## src/rtl/bus_read_sequencer.sv

```systemverilog
// bus_read_sequencer
// Reader side of a shared tri-state data bus. One read request at a time.
// Each request gets a one-cycle turnaround gap with every enable low. The
// named driver is then enabled for SETTLE cycles. The bus is sampled at the
// end of the last enabled cycle, and the word is returned over a valid/ready
// handshake. This block is the only one that raises drive enables, so at
// most one driver is ever on.
module bus_read_sequencer #(
  parameter int WIDTH   = 16,
  parameter int NUM_SRC = 4,
  parameter int SRC_W   = 2,
  parameter int SETTLE  = 1
) (
  input  logic               clk,
  input  logic               reset,
  input  logic               req_valid,
  output logic               req_ready,
  input  logic [SRC_W-1:0]   req_src,
  input  logic [WIDTH-1:0]   bus_in,
  output logic [NUM_SRC-1:0] drive_en,
  output logic               rd_valid,
  input  logic               rd_ready,
  output logic [WIDTH-1:0]   rd_data,
  output logic               rd_err
);

  localparam int CNT_W = (SETTLE > 1) ? $clog2(SETTLE) : 1;

  typedef enum logic [1:0] {
    IDLE  = 2'd0,
    TURN  = 2'd1,
    DRIVE = 2'd2,
    DONE  = 2'd3
  } state_t;

  state_t             state_r;
  logic [SRC_W-1:0]   src_r;
  logic [CNT_W-1:0]   cnt_r;
  logic               src_bad_s;

  // Build the one-hot enable for a source index. Only indices below NUM_SRC
  // can set a bit, so an out-of-range index yields all zeros.
  function automatic logic [NUM_SRC-1:0] src_onehot(input logic [SRC_W-1:0] s);
    logic [NUM_SRC-1:0] oh;
    oh = '0;
    for (int i = 0; i < NUM_SRC; i++) begin
      oh[i] = (s == SRC_W'(i));
    end
    return oh;
  endfunction

  // An extra leading bit keeps the compare valid when NUM_SRC == 2**SRC_W.
  assign src_bad_s = ({1'b0, req_src} >= (SRC_W + 1)'(NUM_SRC));

  // req_ready is a pure state decode, so it is high in IDLE, including during reset.
  assign req_ready = (state_r == IDLE);

  // Sequencer FSM. All outputs are registered. Reset wins over every other action.
  always_ff @(posedge clk) begin
    if (reset) begin
      state_r  <= IDLE;
      src_r    <= '0;
      cnt_r    <= '0;
      drive_en <= '0;
      rd_valid <= 1'b0;
      rd_data  <= '0;
      rd_err   <= 1'b0;
    end else begin
      case (state_r)
        IDLE: begin
          if (req_valid) begin
            src_r <= req_src;
            if (src_bad_s) begin
              // Nonexistent source: never enable anything, report the error at once.
              state_r  <= DONE;
              rd_valid <= 1'b1;
              rd_err   <= 1'b1;
              rd_data  <= '0;
            end else begin
              state_r <= TURN;
            end
          end
        end
        TURN: begin
          // Bus turnaround gap is this cycle. The enable rises for the next one.
          drive_en <= src_onehot(src_r);
          cnt_r    <= CNT_W'(SETTLE - 1);
          state_r  <= DRIVE;
        end
        DRIVE: begin
          if (cnt_r == CNT_W'(0)) begin
            rd_data  <= bus_in;
            rd_err   <= 1'b0;
            rd_valid <= 1'b1;
            drive_en <= '0;
            state_r  <= DONE;
          end else begin
            cnt_r <= cnt_r - CNT_W'(1);
          end
        end
        DONE: begin
          if (rd_ready) begin
            rd_valid <= 1'b0;
            state_r  <= IDLE;
          end
        end
        default: begin
          state_r  <= IDLE;
          drive_en <= '0;
          rd_valid <= 1'b0;
        end
      endcase
    end
  end

endmodule
```

## config.mk

```make
export PLATFORM = sky130hd
export DESIGN_NAME = bus_read_sequencer
export DESIGN_NICKNAME = d
export VERILOG_FILES = /design/src/rtl/bus_read_sequencer.sv
export SDC_FILE = /design/constraint.sdc
export NUM_CORES = 1
export LEC_CHECK = 0
export CAP_MARGIN = 0
export CORE_MARGIN = 3
export CORE_UTILIZATION = 40
export DETAILED_ROUTE_END_ITERATION = 8
export PLACE_DENSITY_LB_ADDON = 0.08
export SLEW_MARGIN = 5
export SYNTH_ARGS = -nofsm -noshare
export SYNTH_HDL_FRONTEND = slang
export SYNTH_SLANG_ARGS = --single-unit
export TNS_END_PERCENT = 100
```

## constraint.sdc

```tcl
create_clock -name clk -period 2.05 [get_ports clk]
set_input_delay 0.205 -clock clk [delete_from_list [all_inputs] [get_ports clk]]
set_output_delay 0.205 -clock clk [all_outputs]
set_load 0.01 [all_outputs]
```

=== After elaboration in Yosys (flattened, before gate mapping) ===
Cells that the tools add are included.

* Output and inout port bits: 23
* Input bits: 22
* Register bits: 26
* Word-level logic and storage cells: 37

* Mux-type cells: 11
* Equality and inequality tests: 9
* Bitwise logic cells: 1
* $add $sub $neg: 1
* Reductions and logical operators: 9

{| class="wikitable"
|+ Operators by type and width
! cell !! number
|-
| 2-bit equality test (second input constant) || 4
|-
| 2-bit case mux with 4 select lines || 1
|-
| 4-bit case mux with 2 select lines || 1
|-
| 2-bit 2-to-1 mux || 3
|-
| 2-bit != test (second input constant) || 3
|-
| 2-bit AND reduction || 3
|-
| 3-bit AND reduction || 2
|-
| 2-bit by 1-bit equality test with 1-bit output (second input constant) || 2
|-
| 2-bit zero test || 2
|-
| 4-bit 2-to-1 mux || 1
|-
| 1-bit case mux with 2 select lines || 2
|-
| 2-bit nonzero test || 2
|-
| 1-bit 2-to-1 mux || 3
|-
| 1-bit NOT || 1
|-
| 1-bit subtractor (second input constant) || 1
|}

=== Depth between registers and ports, before layout ===
Gate-level depths: netlist (run 1).

* Word-level depth: 3
* Gate-level depth with buffers: 6
* Depth with buffers taken out: 5

=== Worst setup path before layout (run 1) ===
OpenSTA, ideal clock, no wires.

* Path kind: reg2reg
* Start: reg state_r[1]
* End: reg state_r[1]
* Buffers on the path: 0
* Path slack: 596 ps
* Data required time: 1963 ps
* Arrival: 1367 ps
* Clock period less this slack: 1454 ps
* Cell stages (with the launch flop): 6
* Library setup time: 87 ps
* Path through: dfxtp_1 -> inv_1 -> ha_1 -> inv_2 -> or4_1 -> o31ai_1

* Cells in the longest elaborated chain, start to end: 3
* Elaborated cells on any way between the ends: 9
* Those cells by class: eq/ne: 6; mux: 1; reduce/logical: 2

{| class="wikitable"
|+ Ends and longest elaborated chain
! element !! line !! source
|-
| from (decl) || 36 || <nowiki>state_t state_r;</nowiki>
|-
| from (signal assigned) || 61 || <nowiki>state_r <= IDLE;</nowiki>
|-
| from (signal assigned) || 75 || <nowiki>state_r <= DONE;</nowiki>
|-
| from (signal assigned) || 80 || <nowiki>state_r <= TURN;</nowiki>
|-
| 2-bit equality test or 2-bit zero test (tied branches) || 69 || <nowiki>case (state_r)</nowiki>
|-
| 2-bit != test (no line) || - ||
|-
| 3-bit AND reduction (no line) || - ||
|}

Several ways; a longest one is shown, not always the timed one.
A chain may end at the register's enable or synchronous reset.

=== Worst setup path in the final report (run 1) ===
* Start: reg state_r[0]
* End: out req_ready

* Cells in the longest elaborated chain, start to end: 1

{| class="wikitable"
|+ Ends and longest elaborated chain
! element !! line !! source
|-
| 2-bit zero test || 56 || <nowiki>assign req_ready = (state_r == IDLE);</nowiki>
|-
| to (decl) || 17 || <nowiki>output logic req_ready,</nowiki>
|}

Every way passes these cells.

==> results of run 1 <==
-- flip-flops by register name, indices dropped and copies added (netlist names) --
| name | flops |
|---|---|
| rd_data | 16 |
| drive_en | 4 |
| src_r | 2 |
| state_r | 2 |
| rd_valid | 1 |
-- cell usage after synthesis, drive strengths merged --
master  count
o31ai       2
buf         4
dfxtp      25
mux2i      16
conb        1
or4         2
nand4b      1
nor2b       3
clkbuf      2
nand2       5
nor4bb      2
nor4b       1
nor2       22
ha          5
nand3       2
a21oi       7
inv         3
-- report_power, final --
| group | switching, mW | leakage (nW) | internal [mW] |
|---|---|---|---|
| logic | 0.371 | 0.336 | 0.444 |
| registers | 0.0626 | 0.203 | 0.597 |
| clock network | 0.141 | 0.0150 | 0.0761 |
-- cell families after synthesis --
group / count (synthesis) / synth area share (%)
AOI/OAI and AO/OA: 9 / 4.97
and+or+nand+nor: 38 / 18.1
other: 1 / 0.372
adders and majority gates: 5 / 6.21
muxes: 16 / 15.9
DFF: 25 / 49.7
buffers and inverters: 9 / 4.72
-- cell type report --
class / count / area, µm² / share of cell area (%)
clock buffer: 4 / 26.3 / 1.75
sequential: 25 / 500 / 33.4
multi-input combinational: 69 / 459 / 30.7
tap: 28 / 35.0 / 2.34
inverter: 3 / 11.3 / 0.752
timing repair buffer: 46 / 465 / 31.1
-- routing by layer --
metal  up-vias  track usage (%)
met3         5             4.87
met5         -                0
met4         0             7.46
met2        31             24.2
met1       389             17.1
li1        433                -
-- worst paths after layout --
check,from,cells after the start,endpoint
min reg2reg,drive_en[3],2,drive_en[3]
max reg2reg,state_r[1],5,state_r[1]
min,req_src[0],3,src_r[0]
max,state_r[0],3,req_ready
-- worst reg2reg max path, stage by stage, from the launching register on --
cell,delay [ps]
dfxtp_1,400
inv_1,100
ha_1,350
inv_2,80
or4_1,520
o31ai_1,100
-- cell usage in the layout, fill, tap and decap left out --
master / count
nor4bb_1: 2
or4_1: 2
nor2_1: 22
conb_1: 1
a21oi_1: 7
inv_2: 1
nand4b_1: 1
nor2b_1: 3
nor4b_1: 1
buf_4: 2
clkdlybuf4s50_1: 43
clkbuf_4: 3
o31ai_1: 2
nand3_1: 2
nand2_1: 5
mux2i_1: 16
buf_12: 1
inv_1: 2
ha_1: 5
dfxtp_1: 25
clkbuf_1: 1
-- through the flow --
step           utilization [%]  hold WS, ps  power, mW
6_report                  65.2          439       1.69
4_1_cts                   65.2          422       1.72
3_3_place_gp              64.1          462       1.46
3_5_place_dp              64.1          459       1.49
5_1_grt                   65.2          429       1.82
2_1_floorplan                -          352       1.15
==> impl_results.md, run 1 <==
* Setup crit start kind: flip-flop
* Worst-path fanout max at 5
* Post-DP Area at 1470 µm²
* Final Non-Filler Cells at 175
* RSZ-0062 raised after global routing: false
* Root buf cell: clkbuf_4
* Post-CTS Hold Buffers at 0
* Layout cells sized above 1 at 4.76%
* GRT Overall Usage at 14.8%
* Worst path required time at 1850 ps
* CTS tree: yes
* YS warnings at 0
* Final setup viols at 0
* H-tree levels at 1
* Slowest cell on crit path: clkdlybuf4s50_1
* Top layer in use: met4
* Via/cell ratio at 4.90
* Core area at 2300 µm²
* Post-layout min period at 1810 ps
* Final hold vios at 0
* Number of antenna violations at the first check in global routing at 0
* Max-cap violations at 0
* Post-synth top area share at 49.7%
* Dpl hpwl at 1680 µm
* Vias in the first global route at 860
* Max incr delay on CP at 560 ps
* Avg Synthesized Cell Area at 9.78 µm²
* Via Count at 858
* Synth area leaders: dfxtp_1, mux2i_1, nor2_1
* Initial core utilization at 43.8%
* Met2 WL at 997 µm
* Syn Nets at 130
* Worst min path class: in -> reg
* First-pass GRT wire length at 3680 µm
* Ports at 45
* DRC at 0
* Met3 Routed Length at 171 µm
* Max IR drop VDD at 818 µV
* Lkg Pwr at 0.554 nW
* Yosys cell types at 20
* Skew final at 4.29 ps
* Total Routed Length at 2170 µm
* Crit. End Element: output port
* CTS sink count at 25
* Clock Tree Buf Depth at 2
* Die H at 56.2 µm
* Avg WL per Cell at 12.4 µm
* # port buffers at 43
* Flops & latches, synth at 25
* Area Growth Syn to Fin at 48.7%
* Setup TNS at 0 ps
* Post-Syn Area at 1010 µm²
* Max Clk Rate at 552 MHz
* Setup slack after layout at 238 ps
* Die X at 56.2 µm
* CP Class: reg -> out
* PwrDens at 1130 nW/µm²
* Placed Cells at 171
* R2R Setup Slk at 420 ps
* Number of DRC markers in iteration 0 at 13
* Status: complete, no violations
* Top delay family on crit path: buffers and inverters
* Max-slew violations at 0
* Final nets at 175
* Post-cts sizing count at 0
* CTS buffer count at 3
* Final antenna-violating net count at 0
* Fin area at 1500 µm²
* Worst slew margin at 66.5%
* Largest net degree at the start of global routing at 17
* CTS clk-pin slew, worst paths at 120 ps
* Antenna cells at 0
* Postcts setup bufs at 0
* Register area share after synthesis at 49.7%
* Fillers at 204
* DRT met1 WL at 949 µm
* Gpl congestion at 0.815
* Worst Tran Pin Value at 502 ps
* Num rows at 17
* Critical path data arrival time at 1610 ps
* Synth area leader: dfxtp_1
* Pre-antenna DRT Iters at 4
* Crit path buf inv count at 2
* Dpl ws at 449 ps
* Die area at 3160 µm²
* Clk_lat worst skew at 310 ps
* Mapped Cells at 103
* Post-route clock period utilization at 88.4%
* Grt ovf at 0
* CP cell instances: inv_1 -> ha_1 -> clkdlybuf4s50_1
Note: power is estimated with default switching activity, not from simulation.
==> inputs of run 2 (changes only) <==
CAP_MARGIN = 20   (was 0)
==> results of run 2 <==
Same layout as run 1: the final DEF is identical, and so are final timing and power.
==> patch, RTL diff (config.mk and constraints of run 1) <==
Change the parameter `SRC_W` from 2 to 4. Comments in the files are not updated.
--- a/src/rtl/bus_read_sequencer.sv
+++ b/src/rtl/bus_read_sequencer.sv
@@ -8,7 +8,7 @@
 module bus_read_sequencer #(
   parameter int WIDTH   = 16,
   parameter int NUM_SRC = 4,
-  parameter int SRC_W   = 2,
+  parameter int SRC_W   = 4,
   parameter int SETTLE  = 1
 ) (
   input  logic               clk,
Interface: changed (resized req_src); port bits go from 45 to 47. The function was not compared with the original's and may differ.
==> patch against run 1 <==
- worst setup slack worse by 97 ps
- critical path type unchanged
- global-route usage up 1.6 points
- area after synthesis up 37%
- final area grew 27%
- maximum frequency shrank 5.1%
- non-clock buffer count is 7 higher
- power up 25%
- sequential cell count grew 3
- first-iteration DRC count grew to 7.6 times the old value
- worst hold slack worse by 17 ps
- largest cell class is now multi-input gates
- wire length is 52% higher
- register-to-register slack got worse by 120 ps
- combinational power rose by 36%
==> patch: results (changes against run 1) <==
Final layout
  • Largest registers: rd_data: 16 flops, drive_en: 4 flops, src_r: 4 flops (was rd_data: 16 flops, drive_en: 4 flops)
  • Layout cells sized above 1: 8.995% (was 4.762%)
  • FF+latch area: 560.5 sq um (was 500.5 sq um)
  • Non-clk bufs: 53 (was 46)
  • Multi-input combinational area share: 37.51% (was 30.66%)
  • Logic inverters: 4 (was 3)
  • #MultiIn Comb: 100 (was 69)
  • Seq area share: 29.38% (was 33.42%)
  • Final nets: 219 (was 175)
  • Clock-cell share of area: 1.902% (was 1.754%)

Timing
  • Rel. slew slack: 52.24% (was 66.55%)
  • Skew final: 4.890 ps (was 4.287 ps)

Floorplan
  • Die Wd: 64.71 um (was 56.18 um)

Clocking
  • Root Driver: clkbuf_4 (unchanged)
  • Worst-Skew Late Latency: 330 ps (was 310 ps)
  • Clock sink count: 28 (was 25)
  • Postcts setup bufs: 0 (unchanged)
  • PostCTS Resize Cnt: 1 (was 0)
  • CTS clock-pin slew for the worst setup and hold paths: 150 ps (was 120 ps)

Yosys
  • Prevailing post-synth register cell: dfxtp_1 (unchanged)
  • Mux contribution to synthesized area: 0% (was 15.90%)
  • Most common library cells after synthesis: 28 x dfxtp_1, 24 x a21oi_1, 16 x nand4b_1, 16 x o31ai_1, 8 x buf_4 (was 25 x dfxtp_1, 22 x nor2_1, 16 x mux2i_1)
  • Synth area leaders: dfxtp_1 41%, nand4b_1 10%, a21oi_1 8.7% (was dfxtp_1 50%, mux2i_1 16%, nor2_1 8.2%)
  • Synth Area in Adders: 4.537% (was 6.211%)
  • Synth unique cells: 30 (was 20)
  • Sequential fraction of the synthesis area: 40.65% (was 49.69%)
  • Synth Area in Compound Gates: 23.68% (was 4.969%)
  • Cells after Synth: 147 (was 103)
  • Main combinational cell family by area after synthesis: compound AO/OA/AOI/OAI gates (was simple AND/OR/NAND/NOR gates)

Power and ir drop
  • Worst IR Drop VDD: 0.0005459 V (was 0.0008182 V)

Global routing
  • Largest net degree at the start of global routing: 29 (was 17)
  • First-pass GRT wire length: 5602 um (was 3684 um)
  • Global Route Usage Sum: 16.42% (was 14.80%)
  • Vias in the first global route: 1234 (was 860)

Placement
  • Dpl ws: -37.28 ps (was 449.5 ps)
  • HPWL after DPL: 2348 um (was 1681 um)
  • Placed insts: 229 (was 171)
  • Port bufs: 46 (was 43)
  • GPL Wtd Cong: 0.7554 (was 0.8153)

Route
  • Drt wl/cell: 14.13 um (was 12.37 um)
  • DR vias: 1272 (was 858)
  • DR iter-0 viols: 99 (was 13)
  • WL final: 3293 um (was 2165 um)

Setup path
  • Critical-path maximum fanout: 7 (was 5)
  • Largest stage delay, worst path: 480 ps (was 560 ps)

Status
  • Status: finished, final reports clean (unchanged)
patch: changes by cell type in the layout (fill, tap and decap cells not counted), sizes merged, moves of 14 or more:
cell    before  now
nor2        22    3
a21oi        7   25
mux2i       16    0
nand4b       1   16
o31ai        2   16
patch: final timing paths:
kind	cells after the start	to	slack, ps	startpoint
hold / removal	3	src_r[0]$_SDFFE_PP0P_	420	req_src[0]
setup / recovery	4	req_ready	140	state_r[0]$_SDFFE_PP0P_
hold reg to reg	2	drive_en[1]$_SDFFE_PP0P_	470	drive_en[1]$_SDFFE_PP0P_
setup reg to reg	6	rd_data[9]$_SDFFE_PP0P_	300	state_r[1]$_SDFFE_PP0P_
patch: layer usage:
layer,wire length (um),up-vias,global-route usage (%)
met5,0,-,0
met4,33,0,3.958
met3,165,5,3.120
met2,1604,33,30.14
met1,1489,603,19.47
li1,-,631,-
patch: where the power goes:
group	internal [mW]	leakage (nW)	switching, mW
clock	0.109	0.0210	0.167
combinational	0.522	0.434	0.590
sequential	0.654	0.228	0.0757
